## src/rtl/step_trigger_pkg.sv

```systemverilog
// Shared constants and types for the step_trigger event generator.
package step_trigger_pkg;

    // Mode encoding as seen on mode_o
    localparam logic MANUAL_MODE    = 1'b1;
    localparam logic AUTOMATIC_MODE = 1'b0;

    // Auto-tick counter width presets (tick period = 2^N clocks)
    localparam int unsigned SLOW   = 24;
    localparam int unsigned MEDIUM = 22;
    localparam int unsigned FAST   = 20;

    // Debouncer states
    typedef enum logic [1:0] {
        StIdle  = 2'd0,
        StWait1 = 2'd1,
        StPulse = 2'd2,
        StWait0 = 2'd3
    } deb_state_e;

endpackage

```

## src/rtl/step_trigger_btn_debounce.sv

```systemverilog
// Button debouncer: one single-clock pulse per press, however long or noisy
// the press is. The settle timer runs only while waiting.
module step_trigger_btn_debounce #(
    parameter int unsigned DEB_BITS = 16
) (
    input  logic clk,
    input  logic rst,
    input  logic btn,
    output logic pulse
);
    import step_trigger_pkg::*;

    deb_state_e          state_q, state_d;
    logic [DEB_BITS-1:0] timer_q, timer_d;
    logic [DEB_BITS-1:0] timer_inc;

    // Timer saturates once its MSB is set so a long hold in WAIT_0 cannot wrap
    assign timer_inc = timer_q[DEB_BITS-1] ? timer_q : timer_q + 1'b1;

    // Next-state and pulse decode; timer held at zero outside the wait states
    always_comb begin
        state_d = state_q;
        timer_d = '0;
        pulse   = 1'b0;
        unique case (state_q)
            StIdle: begin
                if (btn) state_d = StWait1;
            end
            StWait1: begin
                timer_d = timer_inc;
                if (timer_inc[DEB_BITS-1]) begin
                    state_d = StPulse;
                    timer_d = '0;
                end
            end
            StPulse: begin
                pulse   = 1'b1;
                state_d = StWait0;
            end
            StWait0: begin
                timer_d = timer_inc;
                if (timer_inc[DEB_BITS-1] && !btn) begin
                    state_d = StIdle;
                    timer_d = '0;
                end
            end
            default: state_d = StIdle;
        endcase
    end

    // State and timer registers
    always_ff @(posedge clk or posedge rst) begin
        if (rst) begin
            state_q <= StIdle;
            timer_q <= '0;
        end else begin
            state_q <= state_d;
            timer_q <= timer_d;
        end
    end

endmodule

```

## src/rtl/step_trigger.sv

```systemverilog
// Advance-event generator for the ACC control unit: debounced next button in
// manual mode, periodic tick in automatic mode, with a one-deep buffer that
// holds an event until the core is ready.
module step_trigger
    import step_trigger_pkg::*;
#(
    parameter int unsigned DEB_BITS     = 16,
    parameter int unsigned SPEED_BITS   = MEDIUM,
    parameter logic        DEFAULT_MODE = MANUAL_MODE
) (
    input  logic clk,
    input  logic rst,
    input  logic next_in,
    input  logic selmode_in,
    input  logic ready_i,
    input  logic clr_ovr_i,
    output logic event_o,
    output logic mode_o,
    output logic pending_o,
    output logic overrun_o
);

    logic                  next_pulse, sel_pulse;
    logic [SPEED_BITS-1:0] cnt_q;
    logic                  msb_q;
    logic                  mode_q;
    logic                  tick, src;
    logic                  event_q, event_d;
    logic                  pend_q, pend_d;
    logic                  ovr_q, ovr_d;

    step_trigger_btn_debounce #(
        .DEB_BITS (DEB_BITS)
    ) u_next_deb (
        .clk   (clk),
        .rst   (rst),
        .btn   (next_in),
        .pulse (next_pulse)
    );

    step_trigger_btn_debounce #(
        .DEB_BITS (DEB_BITS)
    ) u_sel_deb (
        .clk   (clk),
        .rst   (rst),
        .btn   (selmode_in),
        .pulse (sel_pulse)
    );

    // Rising edge of the counter MSB marks an auto tick
    assign tick = cnt_q[SPEED_BITS-1] & ~msb_q;
    assign src  = (mode_q == AUTOMATIC_MODE) ? tick : next_pulse;

    // Mode toggle, auto counter (restarted on every mode change) and MSB history
    always_ff @(posedge clk or posedge rst) begin
        if (rst) begin
            mode_q <= DEFAULT_MODE;
            cnt_q  <= '0;
            msb_q  <= 1'b0;
        end else begin
            msb_q <= cnt_q[SPEED_BITS-1];
            if (sel_pulse) begin
                mode_q <= ~mode_q;
                cnt_q  <= '0;
            end else begin
                cnt_q <= cnt_q + 1'b1;
            end
        end
    end

    // Delivery: a buffered event goes out first and a coincident new one takes
    // its place; a new event arriving on a full buffer while not ready is lost.
    always_comb begin
        event_d = 1'b0;
        pend_d  = pend_q | src;
        if (ready_i && (pend_q || src)) begin
            event_d = 1'b1;
            pend_d  = pend_q & src;
        end
        // Set has priority over clear
        ovr_d = (pend_q & src & ~ready_i) | (ovr_q & ~clr_ovr_i);
    end

    // Delivery registers
    always_ff @(posedge clk or posedge rst) begin
        if (rst) begin
            event_q <= 1'b0;
            pend_q  <= 1'b0;
            ovr_q   <= 1'b0;
        end else begin
            event_q <= event_d;
            pend_q  <= pend_d;
            ovr_q   <= ovr_d;
        end
    end

    assign event_o   = event_q;
    assign mode_o    = mode_q;
    assign pending_o = pend_q;
    assign overrun_o = ovr_q;

endmodule

```

## config.mk

```make
export PLATFORM = sky130hd
export DESIGN_NAME = step_trigger
export DESIGN_NICKNAME = d
export VERILOG_FILES = /design/src/rtl/step_trigger_pkg.sv /design/src/rtl/step_trigger_btn_debounce.sv /design/src/rtl/step_trigger.sv
export SDC_FILE = /design/constraint.sdc
export NUM_CORES = 1
export LEC_CHECK = 0
export BUFFER_PORTS_ARGS = -buffer_cell sky130_fd_sc_hd__buf_2
export CAP_MARGIN = 15
export CORE_MARGIN = 8
export CORE_UTILIZATION = 45
export CTS_CLUSTER_DIAMETER = 120
export DETAILED_ROUTE_END_ITERATION = 10
export GPL_TIMING_DRIVEN = 0
export HOLD_SLACK_MARGIN = 0.06
export PLACE_DENSITY = 0.71
export SYNTH_ARGS = -nofsm -noshare
export SYNTH_HDL_FRONTEND = slang
export SYNTH_HIERARCHICAL = 1
export SYNTH_SLANG_ARGS = --single-unit
```

## constraint.sdc

```tcl
create_clock -name clk -period 1.78 [get_ports clk]
set_input_delay 0 -clock clk [delete_from_list [all_inputs] [get_ports clk]]
set_output_delay 0 -clock clk [all_outputs]
set_load 0.005 [all_outputs]
```

==> results.cfg <==
[sta]
fin_crit_sh_pct = 104
fmax_ghz = 0.540
finalCriticalPeriod_ps = 1850
rsz0062_at_grt = yes
setup_ws_ps = -73.5
max_slew.worst_pin.slew_ps = 709
fin_skew_ps = 11.8
finalHoldViolCount = 0
setup_viol = 4
drv_slew = 0
max_slew_margin_pct = 52.7

[synth]
synth_area_leader_cell = dfrtp_1
synth.area.top_cells = dfrtp_1, xor2_1, xnor2_1
syn-num-nets = 336
ys_types = 43
synth_ff_type = dfrtp_1
synth_most_common_cell = dfrtp_1
synth_warnings = 6
netlist_top_cells_count = dfrtp_1, nor2_1, xor2_1, xnor2_1
netlist.area_leader.share_pct = 46.3
synthArstFlopShare_pct = 100
avgSynthCellArea_um2 = 10.5
synthCells = 319
synth-edff-count = 0
ys_seq_area_share_pct = 47.1
synth_seq_cells = 63
synthesis.area_um2 = 3350

[global_routing]
grt_use_total_pct = 12.3
grt_first_pass_wirelength_um = 10300
antenna_found_initial = 0
grt_pass1_vias = 2323
grt_overflow_total = 0
grt_max_degree = 28

[final_layout]
fin_nets = 374
antenna_cells = 0
post-route-util_pct = 54.8
syn2layout_area_growth_pct = 18.1
fin_area_um2 = 3960
final_layout_size_suffix_gt1_share_pct = 23.5

[critical_path]
cp-end-kind = flip-flop
cp-start-kind = flip-flop
crit_arrival_ps = 2120
r2r_setup_slack_ps = -70
rr_endpoint = cnt_q[20]
critical_path_class = reg2reg
worst-r2r-cell-count = 5
reg2reg_from = cnt_q[0]
required_ps = 2050
crit_fanout = 8
critPathLaunch = cnt_q[0]

[pwr]
clkPwrFrac_pct = 45.5
ir_drop_v = 0.000437
pwr-share-comb_pct = 2.0
power_mw = 2.72
p_int_mw = 2.14
switchingPower_mw = 0.587
p_seq_share_pct = 52.6
p_per_area_nw_per_um2 = 688
cellLeakagePower_nw = 1.77
sw_frac_of_total_pct = 21.6

[clock_tree]
cts.path.max_buffers = 2
cts_tree = done
clock_latency_ps = 340
cts_root_buf = clkbuf_8
clkSinkCount = 63
cts_buffers = 9
path_clk_slew_ps = 70
htreeDepth = 3

[floorplanning]
dieArea_um2 = 10500
core-area_um2 = 7210
die_w_um = 102
fp.dieH_um = 102
start_util_pct = 46.4
pin_count = 10
placementRows = 31

[route]
wl_um = 6180
final_antenna_net_count = 0
post_drt_wl_per_cell_um = 13.4
drc = 0
firstDrtPassIters = 4
vias_per_cell = 5.25
vias = 2419
drtIter0Drc = 83

[placement]
dpl.hpwl_um = 3970
place.gp.congestion = 0.803
post_dp_cell_area_um2 = 3540
port-buffer-count = 9
dp_slack_ps = -193

[outcome]
status = finished with violations
violations = setup timing

[flow_run]
max_cap_violations = 0

[hold_path]
hold_path_class = in2async
power groups by stage:
stage / Sequential [mW] / Combinational [mW] / Clock, mW
after floorplan: 1.46 / 0.0241 / 0
after global placement: 1.46 / 0.0404 / 0
after detailed placement: 1.46 / 0.0409 / 0
after CTS: 1.43 / 0.0494 / 1.27
after global routing: 1.43 / 0.0626 / 1.32
final: 1.43 / 0.0538 / 1.24
layout by cell type, fill, tap and decap left out, types with 4 or more instances in the layout:
| cell type | count |
|---|---|
| dfrtp_1 | 61 |
| nor2_1 | 37 |
| xor2_1 | 20 |
| xnor2_1 | 18 |
| inv_1 | 15 |
| nand3_1 | 15 |
| nand2_1 | 15 |
| o21ai_0 | 13 |
| buf_4 | 12 |
| nor2_2 | 12 |
| nand4_1 | 10 |
| clkbuf_8 | 10 |
| buf_2 | 10 |
| ha_1 | 10 |
| or3_1 | 9 |
| a21oi_1 | 7 |
| clkbuf_1 | 6 |
| nor3_1 | 6 |
| nand4_4 | 5 |
| nand2b_1 | 5 |
| dlygate4sd3_1 | 5 |
| and4_1 | 4 |
| buf_6 | 4 |
| a21oi_2 | 4 |
| nor4_1 | 4 |
how the worst max path moves through the flow:
stage                            to  slack, ps  cells after the start
final                     cnt_q[20]        -70                      5
after global routing      cnt_q[20]       -120                      5
after CTS                 cnt_q[20]       -120                      6
after detailed placement  cnt_q[18]       -190                      6
after global placement    cnt_q[20]       -160                      6
after floorplan           cnt_q[18]        -60                      6
critical path, cell delays in order, from the launching register on:
cell and delay (ps):
dfrtp_1 400, ha_4 160, nand4_4 100, or4_4 600, or3_1 390, a21oi_2 140
cell type report:
class                      count  area (µm²)
multi-input combinational    231        1720
sequential                    63        1580
fill                         628        3260
timing repair buffer          28         218
clock buffer                  11         141
clock inverter                 5        57.6
inverter                      15        56.3
buffer                         9        63.8
tap                           99         124
flip-flops by register name, indices dropped and copies added (netlist names), 2 cells and up:
name                flops
u_sel_deb/timer_q      16
u_next_deb/timer_q     16
u_next_deb/state_q      2
u_sel_deb/state_q       2
cnt_q                  22
repair_timing:
| action | in CTS | in global routing |
|---|---|---|
| pin swaps | 5 | 5 |
| resized for setup | 5 | 11 |
| gates cloned | 0 | 1 |
| hold buffers | 5 | 0 |
| endpoints found under the hold margin | 67 | 0 |
| endpoints found under the setup margin | 4 | 16 |
| buffers inserted | 4 | 8 |
routing by layer:
metal | track usage, % | wire [µm] | vias to the layer above
li1 | - | - | 1189
met1 | 15.1 | 2920 | 1193
met2 | 20.1 | 2980 | 29
met3 | 3.34 | 195 | 8
met4 | 4.85 | 85 | 0
met5 | 0 | 0 | -
per-stage QoR:
stage / setup TNS [ps] / hold WS (ps) / cells
4_1_cts: -335 / 357 / 452
2_1_floorplan: -183 / -61.4 / 319
5_1_grt: -424 / 208 / 461
3_3_place_gp: -563 / 180 / 427
3_5_place_dp: -667 / 181 / 427
6_report: -107 / 186 / 461
cells by family (layout without fill, tap and decap cells):
kind of cell	Yosys count	after routing	synth area share (%)
AO/OA/AOI/OAI	34	34	6.65
XOR/XNOR	38	38	9.93
adder cells (fa/ha/maj)	12	12	4.41
buffers and inverters	25	68	3.51
flip-flops	63	63	47.1
multiplexers	4	4	1.49
AND/OR/NAND/NOR	143	143	26.9
(Power assumes the default switching activity.)
